===== src/rtl/lsim_gate_if.sv =====
// lsim_gate_if: signal bundle for one lsim_gate cell.
//   a       : reduction inputs, padded by the driver with the gate's identity value
//   d       : requested propagation delay in clock cycles (0 = combinational)
//   o       : gate output
//   toggles : saturating count of output changes seen at clock edges
// master drives a/d and observes o/toggles; slave is the gate side.
interface lsim_gate_if #(
    parameter int WIDTH   = 32,
    parameter int DELAY_W = 32,
    parameter int CNT_W   = 16
);
    logic [WIDTH-1:0]   a;
    logic [DELAY_W-1:0] d;
    logic               o;
    logic [CNT_W-1:0]   toggles;

    modport master (output a, d, input o, toggles);
    modport slave  (input a, d, output o, toggles);
endinterface


===== src/rtl/lsim_gate.sv =====
// lsim_gate: reduction gate primitive with a programmable clocked delay
// and an output activity counter.
//   clk   : rising-edge clock
//   rst_n : asynchronous active-low reset; clears history and counter and
//           holds the output low while asserted
//   bus   : lsim_gate_if.slave (a, d in; o, toggles out)
// OP selects AND/OR/NAND/NOR/XOR/XNOR (0..5); any other value acts as AND.
module lsim_gate #(
    parameter int WIDTH     = 32,
    parameter int OP        = 0,
    parameter int MAX_DELAY = 15,
    parameter int DELAY_W   = 32,
    parameter int CNT_W     = 16
) (
    input  logic        clk,
    input  logic        rst_n,
    lsim_gate_if.slave  bus
);
    localparam int KW = (MAX_DELAY < 1) ? 1 : $clog2(MAX_DELAY + 1);

    logic                 w_r;
    logic [KW-1:0]        w_k;
    logic [MAX_DELAY:0]   w_tap;
    logic                 w_o;
    logic [MAX_DELAY:1]   r_hist;
    logic                 r_o_prev;
    logic [CNT_W-1:0]     r_cnt;

    always_comb begin
        w_r = &bus.a;
        case (OP)
            1:       w_r = |bus.a;
            2:       w_r = ~&bus.a;
            3:       w_r = ~|bus.a;
            4:       w_r = ^bus.a;
            5:       w_r = ~^bus.a;
            default: w_r = &bus.a;
        endcase
    end

    // Delays beyond the history depth clamp to the deepest tap.
    assign w_k = (bus.d > DELAY_W'(MAX_DELAY)) ? KW'(MAX_DELAY) : bus.d[KW-1:0];

    // Tap 0 is the live reduction, tap i is the value sampled i edges ago,
    // so a delay change simply moves the read point without touching history.
    assign w_tap = {r_hist, w_r};
    assign w_o   = rst_n ? w_tap[w_k] : 1'b0;

    always_ff @(posedge clk or negedge rst_n) begin
        if (!rst_n) begin
            r_hist   <= '0;
            r_o_prev <= 1'b0;
            r_cnt    <= '0;
        end else begin
            r_hist   <= w_tap[MAX_DELAY-1:0];
            r_o_prev <= w_o;
            if ((w_o != r_o_prev) && (r_cnt != {CNT_W{1'b1}}))
                r_cnt <= r_cnt + 1'b1;
        end
    end

    assign bus.o       = w_o;
    assign bus.toggles = r_cnt;
endmodule


===== src/flat_wrapper.sv =====
// flat-port wrapper written by rule: the top's interface ports become plain ports
module lsim_gate_flat 
#(
    parameter int WIDTH     = 32,
    parameter int OP        = 0,
    parameter int MAX_DELAY = 15,
    parameter int DELAY_W   = 32,
    parameter int CNT_W     = 16
)
  (clk, rst_n, bus_a, bus_d, bus_o, bus_toggles);
  lsim_gate_if #(.WIDTH(WIDTH), .DELAY_W(DELAY_W), .CNT_W(CNT_W)) bus_i ();
  input  logic clk;
  input  logic rst_n;
  input wire logic [$bits(bus_i.a)-1:0] bus_a;
  input wire logic [$bits(bus_i.d)-1:0] bus_d;
  output wire logic [$bits(bus_i.o)-1:0] bus_o;
  output wire logic [$bits(bus_i.toggles)-1:0] bus_toggles;
  assign bus_i.a = bus_a;
  assign bus_i.d = bus_d;
  assign bus_o = bus_i.o;
  assign bus_toggles = bus_i.toggles;
  lsim_gate #(.WIDTH(WIDTH), .OP(OP), .MAX_DELAY(MAX_DELAY), .DELAY_W(DELAY_W), .CNT_W(CNT_W)) u_core (.clk(clk), .rst_n(rst_n), .bus(bus_i));
endmodule

===== config.mk =====
export PLATFORM = sky130hd
export DESIGN_NAME = lsim_gate_flat
export DESIGN_NICKNAME = d
export VERILOG_FILES = /design/src/rtl/lsim_gate_if.sv /design/src/rtl/lsim_gate.sv /design/src/flat_wrapper.sv
export SDC_FILE = /design/constraint.sdc
export NUM_CORES = 1
export LEC_CHECK = 0
export ABC_CLOCK_PERIOD_IN_PS = 2500
export CAP_MARGIN = 10
export CORE_ASPECT_RATIO = 0.7
export CORE_MARGIN = 4
export CORE_UTILIZATION = 38
export CTS_CLUSTER_SIZE = 24
export DETAILED_ROUTE_END_ITERATION = 8
export PLACE_DENSITY_LB_ADDON = 0.05
export SLEW_MARGIN = 20
export SYNTH_ARGS = -nofsm -noshare
export SYNTH_HDL_FRONTEND = slang
export SYNTH_SLANG_ARGS = --single-unit

===== constraint.sdc =====
create_clock -name clk -period 2.5 [get_ports clk]
set_input_delay 0.5 -clock clk [delete_from_list [all_inputs] [get_ports clk]]
set_output_delay 0.5 -clock clk [all_outputs]
set_load 0.05 [all_outputs]

==> flow_summary.rst, run 1 <==
.. list-table::
   :header-rows: 1

   * - Metric
     - Value
   * - Warnings from Yosys
     - 0
   * - Post-synth EDFFs
     - 0
   * - Number of sinks driven by the clock tree
     - 32
   * - Die span in x
     - 82.66 um
   * - Number of rows created at floorplan
     - 18
   * - RSZ-0062 raised after global routing
     - true
   * - Required time reported for the critical path endpoint
     - 2000 ps
   * - Startpoint of the tightest hold check path
     - u_core.r_hist[10]
   * - Pin slew with the least headroom to its limit
     - 514.1 ps
   * - Later-pin clock latency in the skew report
     - 270 ps
   * - Final setup margin
     - 56.87 ps
   * - Post-place setup slack
     - -556.9 ps
   * - DRC violation count after routing
     - 0
   * - Final Hold Vio Count
     - 0
   * - Length in cells of the worst reg-to-reg path
     - 9
   * - Syn_area_per_cell
     - 11.77 um^2
   * - Number of top-level pins
     - 83
   * - MaxCap Viol Count
     - 0
   * - Max-slew violations
     - 0
   * - Synthesis-to-layout area growth
     - 71.05%
   * - Tmin final
     - 2443 ps
   * - Number of buffers and inverters on the critical path
     - 3
   * - Wire length reported by the detailed router
     - 4292 um
   * - Clock tree from TritonCTS
     - done
   * - Critical-path cell list
     - buf_6 > nand4_1 > nor4_2 > nand4_1 > a221o_1 > a31oi_4 > buf_6 > buf_12
   * - Global-route wire length before repair
     - 6189 um
   * - Sum Neg Setup Slack
     - 0 ps
   * - Result of the run
     - finished, final reports clean
   * - Final weighted congestion in routability-driven placement
     - 0.8318
   * - Worst r2r src
     - u_core.r_hist[8]
   * - Endpoint of the most critical register-to-register path
     - u_core.bus.toggles[1]
   * - Maximum operating frequency
     - 409.3 MHz
   * - Post-Route Skew
     - 4.217 ps
   * - Lkg Pwr
     - 1.219 nW
   * - Root Driver
     - clkbuf_8
   * - Post-DR wirelength/cell
     - 15.84 um
   * - Power density over the cells
     - 382.4 nW/um^2
   * - Period utilization
     - 0.9773
   * - Remaining global-route overflow
     - 0
   * - Cts bufs inserted
     - 5
   * - Critical path fanouts, max
     - 2
   * - Max-slew headroom at the worst pin
     - 0.6562
   * - Core box area
     - 3649 um^2
   * - H-Tree Level Count
     - 2
   * - Filler Cell Count
     - 284
   * - Via count normalized by instance count
     - 5.188
   * - Count of placed standard cells in the final layout, fillers left out
     - 271
   * - Critical Path AT
     - 1940 ps
   * - Clock-pin transition on the worst setup and hold timing paths
     - 60 ps
   * - Post-CTS Hold Fix Bufs
     - 0
   * - Die boundary height
     - 60.26 um
   * - Synthesized netlist net count
     - 193
   * - Worst hold margin
     - 363.4 ps
   * - Slowest cell on the critical path
     - a221o_1
   * - Flip-flop and latch count after synthesis
     - 32
   * - Cells after Synth
     - 126
   * - Worst VDD drop
     - 0.0002942 V
   * - Final core utilization
     - 0.6951
   * - Initial antenna violation count
     - 0
   * - Overall die area
     - 4981 um^2
   * - 1st-iter DRT viols
     - 65
   * - CP Launch Type
     - input port
   * - Initial Util
     - 0.4064
   * - Crit Path Category
     - in2out
   * - Most instantiated flip-flop cell in the synthesis netlist
     - dfrtp_1
   * - Final layout net count
     - 290
   * - Maximum number of pins on one net before global-route repair
     - 33
   * - CTS Buffer Depth
     - 2
   * - WHS Endpoint
     - u_core.r_hist[11]
   * - Input/output buffers
     - 82
   * - Antenna cells
     - 0
   * - Number of global-route vias before repair
     - 1387
   * - Reg-to-reg setup timing slack
     - 240 ps
   * - Global routing usage summed across all routing layers
     - 0.1720
   * - Post-Syn Area
     - 1483 um^2
   * - Min-Delay Path Class
     - reg2reg
   * - Post-DP HPWL
     - 3339 um
   * - Async SR Flop Fraction
     - 1.000
   * - Type of destination of the critical path
     - output pin
   * - Number of stages on the worst hold path
     - 0
   * - Unique masters post-synth
     - 27
   * - Cell family with the largest share of critical-path delay
     - compound AO/OA/AOI/OAI gates
   * - Total iterations of the first detailed-routing run
     - 4
   * - Number of placed instances with taps included
     - 263
   * - Sequential element share of the synthesized area
     - 0.5401
   * - Count of antenna-violating nets left after detailed routing
     - 0
   * - Layout cell share with drive strength beyond 1
     - 0.2353
   * - Total setup violations reported at the end of the flow
     - 0
   * - Vias after detailed routing
     - 1406
   * - Peak per-stage delay on the critical path
     - 380 ps
[layout by cell type (no fill, tap or decap), types with 5 or more instances in the layout]
| master | instances |
|---|---|
| buf_2 | 10 |
| buf_4 | 8 |
| buf_6 | 6 |
| clkbuf_8 | 5 |
| clkdlybuf4s50_1 | 26 |
| dfrtp_1 | 32 |
| dlygate4sd2_1 | 16 |
| dlymetal6s2s_1 | 21 |
| nand2_1 | 8 |
| nand3_1 | 10 |
| nand4_1 | 16 |
| nor2_1 | 6 |
| nor4_2 | 6 |
| xnor2_1 | 12 |
[layer usage]
| metal | global-route usage | vias to the layer above | part of all wire |
|---|---|---|---|
| met3 | 0.06627 | 8 | 0.14 |
| li1 | - | 660 | - |
| met4 | 0.06993 | 0 | 0.012 |
| met5 | 0 | - | 0 |
| met1 | 0.2084 | 660 | 0.41 |
| met2 | 0.2763 | 78 | 0.44 |
[cell families after synthesis]
| family | Yosys count | synth area share |
|---|---|---|
| fa+ha+maj | 1 | 0.008437 |
| xor+xnor | 15 | 0.08861 |
| buf+inv | 4 | 0.02025 |
| simple gates | 58 | 0.2118 |
| mux | 6 | 0.07594 |
| compound gates | 10 | 0.05485 |
| flops | 32 | 0.5401 |
[power by group]
| part | leakage (nW) | switching [mW] | internal, mW |
|---|---|---|---|
| clock network | 0.0359 | 0.161 | 0.179 |
| logic | 0.752 | 0.0382 | 0.0733 |
| registers | 0.432 | 0.0000000228 | 0.518 |
[worst max path at each step]
stage | from | endpoint | slack, ps | cells after the start
after floorplan | bus_a[10] | u_core.bus.toggles[14] | -260 | 9
after global placement | bus_a[10] | u_core.bus.toggles[1] | -480 | 9
after detailed placement | bus_a[10] | u_core.bus.toggles[1] | -560 | 9
after CTS | bus_a[5] | bus_o | -20 | 8
after global routing | bus_d[6] | bus_o | -30 | 8
final | bus_a[5] | bus_o | 60 | 8
[stage by stage]
| step | area [um^2] | power [mW] |
|---|---|---|
| 6_report | 2536 | 0.9697 |
| 5_1_grt | 2536 | 1.012 |
| 4_1_cts | 2455 | 0.9839 |
| 3_5_place_dp | 2425 | 0.6585 |
| 3_3_place_gp | 2425 | 0.6554 |
| 2_1_floorplan | 1489 | 0.5380 |
[registers in the layout, indices dropped and copies added (netlist names)]
| signal | cells |
|---|---|
| u_core.r_hist | 15 |
| u_core.r_o_prev | 1 |
| u_core.bus.toggles | 16 |
[worst register-to-register path, cell delays in order (launching register included)]
cell and delay (ps):
dfrtp_1 380, mux4_2 470, nand2_1 80, o21ai_1 70
a31oi_2 210, a31oi_4 120, buf_4 160, mux2i_4 180
buf_12 160, mux2_1 320
[cells in the mapped netlist (2+ instances only)]
| cell type | count | area share |
|---|---|---|
| a21oi_1 | 3 | 0.010 |
| and3_1 | 3 | 0.013 |
| buf_6 | 2 | 0.015 |
| dfrtp_1 | 32 | 0.54 |
| inv_1 | 2 | 0.0051 |
| mux4_2 | 3 | 0.046 |
| nand2_1 | 8 | 0.020 |
| nand3_1 | 10 | 0.034 |
| nand4_1 | 16 | 0.068 |
| nor2_1 | 9 | 0.023 |
| nor4_1 | 8 | 0.034 |
| o21ai_0 | 2 | 0.0068 |
| xnor2_1 | 12 | 0.071 |
| xor2_1 | 3 | 0.018 |
[repair_timing]
item                       in CTS  in global routing
setup endpoints to repair      17                 12
pin swaps                      17                 16
gates resized for setup        72                 36
setup buffers                   2                  1
[cell type report]
type,instances,area [um^2],area share
inverter,2,7.507,0.002960
clock buffer,5,68.82,0.02713
timing repair buffer,92,895.9,0.3532
tap,50,62.56,0.02467
sequential,32,800.8,0.3157
multi-input combinational,90,700.7,0.2763
Power figures use the tool's default switching activity.
==> run 2, diff against run 1 <==
Settings changed: CORE_MARGIN 4 to 1.
==> run 2 against run 1 <==
Clock-buffer cell count up 1. Hold slack better by 11 ps. Clock power is 16% higher. Critical path type unchanged. Critical endpoint unchanged. Largest cell class unchanged. Highest routed layer unchanged.
==> flow_summary.rst, run 2 (same netlist as run 1, synthesis figures left out) <==
.. list-table::
   :header-rows: 1

   * - Metric
     - Value
   * - Post-DR wirelength/cell
     - 14.13 um (was 15.84 um)
   * - Sum Neg Setup Slack
     - 0 ps (unchanged)
   * - DRC violation count after routing
     - 0 (unchanged)
   * - Vias after detailed routing
     - 1401 (was 1406)
   * - Post-place setup slack
     - -523.7 ps (was -556.9 ps)
   * - Wire length reported by the detailed router
     - 3857 um (was 4292 um)
   * - Min-Delay Path Class
     - reg2reg (unchanged)
   * - Remaining global-route overflow
     - 0 (unchanged)
   * - Filler Cell Count
     - 287 (was 284)
   * - Max-slew headroom at the worst pin
     - 0.6588 (was 0.6562)
   * - Critical-path cell list
     - clkbuf_2 > nand4_1 > nor4_2 > nand4_1 > a221o_1 > a31oi_4 > buf_6 > buf_12 (was buf_6 > nand4_1 > nor4_2 > nand4_1 > a221o_1 > a31oi_4 > buf_6 > buf_12)
   * - Overall die area
     - 4160 um^2 (was 4981 um^2)
   * - Maximum operating frequency
     - 411.4 MHz (was 409.3 MHz)
   * - Input/output buffers
     - 82 (unchanged)
   * - Dominant cell type by count on the critical path
     - nand4_1
   * - Via count normalized by instance count
     - 5.132 (was 5.188)
   * - Count of placed standard cells in the final layout, fillers left out
     - 273 (was 271)
   * - Number of buffers and inverters on the critical path
     - 3 (unchanged)
   * - Clock tree from TritonCTS
     - done (unchanged)
   * - H-Tree Level Count
     - 2 (unchanged)
   * - CTS Buffer Depth
     - 2 (unchanged)
   * - Clock-pin transition on the worst setup and hold timing paths
     - 60 ps (about the same)
   * - Max FFs per register
     - 16 (unchanged)
   * - Max-slew violations
     - 0 (unchanged)
   * - Pin slew with the least headroom to its limit
     - 510.2 ps (was 514.1 ps)
   * - Total iterations of the first detailed-routing run
     - 4 (unchanged)
   * - Crit Path Category
     - in2out (unchanged)
   * - Global routing usage summed across all routing layers
     - 0.2027 (was 0.1720)
   * - Worst hold margin
     - 374.3 ps (was 363.4 ps)
   * - Worst VDD drop
     - 0.0002555 V (was 0.0002942 V)
   * - CP Launch Type
     - input port (unchanged)
   * - Power density over the cells
     - 403.6 nW/um^2 (was 382.4 nW/um^2)
   * - Required time reported for the critical path endpoint
     - 2000 ps (about the same)
   * - Core box area
     - 3626 um^2 (was 3649 um^2)
   * - Count of antenna-violating nets left after detailed routing
     - 0 (unchanged)
   * - Final weighted congestion in routability-driven placement
     - 0.7815 (was 0.8318)
   * - Cell family with the largest share of critical-path delay
     - compound AO/OA/AOI/OAI gates (unchanged)
   * - Tmin final
     - 2431 ps (was 2443 ps)
   * - Number of sinks driven by the clock tree
     - 32 (unchanged)
   * - Number of top-level pins
     - 83 (unchanged)
   * - Layout cell share with drive strength beyond 1
     - 0.2466 (was 0.2353)
   * - Initial Util
     - 0.4089 (was 0.4064)
   * - Antenna cells
     - 0 (unchanged)
   * - Post-CTS Hold Fix Bufs
     - 0 (unchanged)
   * - Final Hold Vio Count
     - 0 (unchanged)
   * - MaxCap Viol Count
     - 0 (unchanged)
   * - Peak per-stage delay on the critical path
     - 380 ps (about the same)
   * - Die span in x
     - 76.66 um (was 82.66 um)
   * - Slowest cell on the critical path
     - a221o_1 (unchanged)
   * - Root Driver
     - clkbuf_8 (unchanged)
   * - Cts bufs inserted
     - 5 (unchanged)
   * - Result of the run
     - finished, final reports clean (unchanged)
   * - Critical path fanouts, max
     - 2 (unchanged)
   * - Final layout net count
     - 289 (was 290)
   * - Maximum number of pins on one net before global-route repair
     - 33 (unchanged)
   * - Post-DP HPWL
     - 3068 um (was 3339 um)
   * - Later-pin clock latency in the skew report
     - 270 ps (about the same)
   * - Total setup violations reported at the end of the flow
     - 0 (unchanged)
   * - Synthesis-to-layout area growth
     - 70.80% (was 71.05%)
   * - Die boundary height
     - 54.26 um (was 60.26 um)
   * - Power Total
     - 1.022 mW (was 969.7 uW)
   * - Critical Path AT
     - 1930 ps (was 1940 ps)
   * - Number of placed instances with taps included
     - 263 (unchanged)
   * - Post-Route Skew
     - 4.725 ps (was 4.217 ps)
   * - Number of global-route vias before repair
     - 1406 (was 1387)
   * - Most common cell after layout, fill and taps aside
     - dfrtp_1 (unchanged)
   * - Lkg Pwr
     - 1.159 nW (was 1.219 nW)
   * - Final setup margin
     - 69.30 ps (was 56.87 ps)
   * - Initial antenna violation count
     - 0 (unchanged)
   * - Type of destination of the critical path
     - output pin (unchanged)
   * - 1st-iter DRT viols
     - 68 (was 65)
   * - Number of rows created at floorplan
     - 18 (unchanged)
   * - Global-route wire length before repair
     - 6237 um (was 6189 um)
   * - Leading cell types in the layout, fill and taps excluded
     - dfrtp_1 (32), clkdlybuf4s50_1 (27), dlygate4sd2_1 (24), nand4_1 (16) (was dfrtp_1 (32), clkdlybuf4s50_1 (26), dlymetal6s2s_1 (21), nand4_1 (16), dlygate4sd2_1 (16))
   * - Period utilization
     - 0.9723 (was 0.9773)
run 2: changes by cell type in the layout (fill, tap and decap cells not counted), moves of 2 or more:
cell            delta
clkinv_2           +2
nor4_2             +2
dlymetal6s2s_1     -9
nor4_1             -2
dlygate4sd2_1      +8
run 2: layout make-up:
type	count	area [um^2]	area share
clock buffer	6	82.58	0.03261
clock inverter	2	10.01	0.003953
inverter	2	7.507	0.002964
multi-input combinational	90	710.7	0.2806
sequential	32	800.8	0.3162
tap	50	62.56	0.02470
timing repair buffer	91	858.3	0.3389
run 2: layer usage:
| layer | track usage | vias to the layer above | wire length, um |
|---|---|---|---|
| met4 | 0.07692 | 0 | 41 |
| li1 | - | 660 | - |
| met2 | 0.3482 | 87 | 1749 |
| met5 | 0 | - | 0 |
| met1 | 0.2457 | 649 | 1671 |
| met3 | 0.06500 | 5 | 394 |
run 2: power breakdown:
group,leakage (nW),internal [mW],total (mW),switching (mW)
logic,0.676,0.0717,0.110,0.0379
registers,0.432,0.518,0.518,0.0000000231
clock network,0.0510,0.219,0.395,0.176
run 2: final timing paths:
| kind | cells after the start | from | slack, ps | to |
|---|---|---|---|---|
| min in group asynchronous | 2 | rst_n | 700 | u_core.r_o_prev |
| setup / recovery | 8 | bus_a[11] | 70 | bus_o |
| hold reg to reg | 0 | u_core.r_hist[14] | 370 | u_core.r_hist[15] |
| hold / removal | 0 | u_core.r_hist[14] | 370 | u_core.r_hist[15] |
| setup reg to reg | 9 | u_core.r_hist[11] | 230 | u_core.bus.toggles[1] |
| max in group asynchronous | 2 | rst_n | 1500 | u_core.r_hist[10] |
run 2: stage by stage:
step / util / area, um^2
finish: 0.6984 / 2532
global route: 0.6984 / 2532
CTS: 0.6801 / 2466
detailed placement: 0.6687 / 2425
global placement: 0.6687 / 2425
floorplan: - / 1489
run 2: timing repair:
item	CTS	global route
gates resized for setup	77	32
buffers inserted	2	0
pin swaps	24	17
setup endpoints to repair	16	10
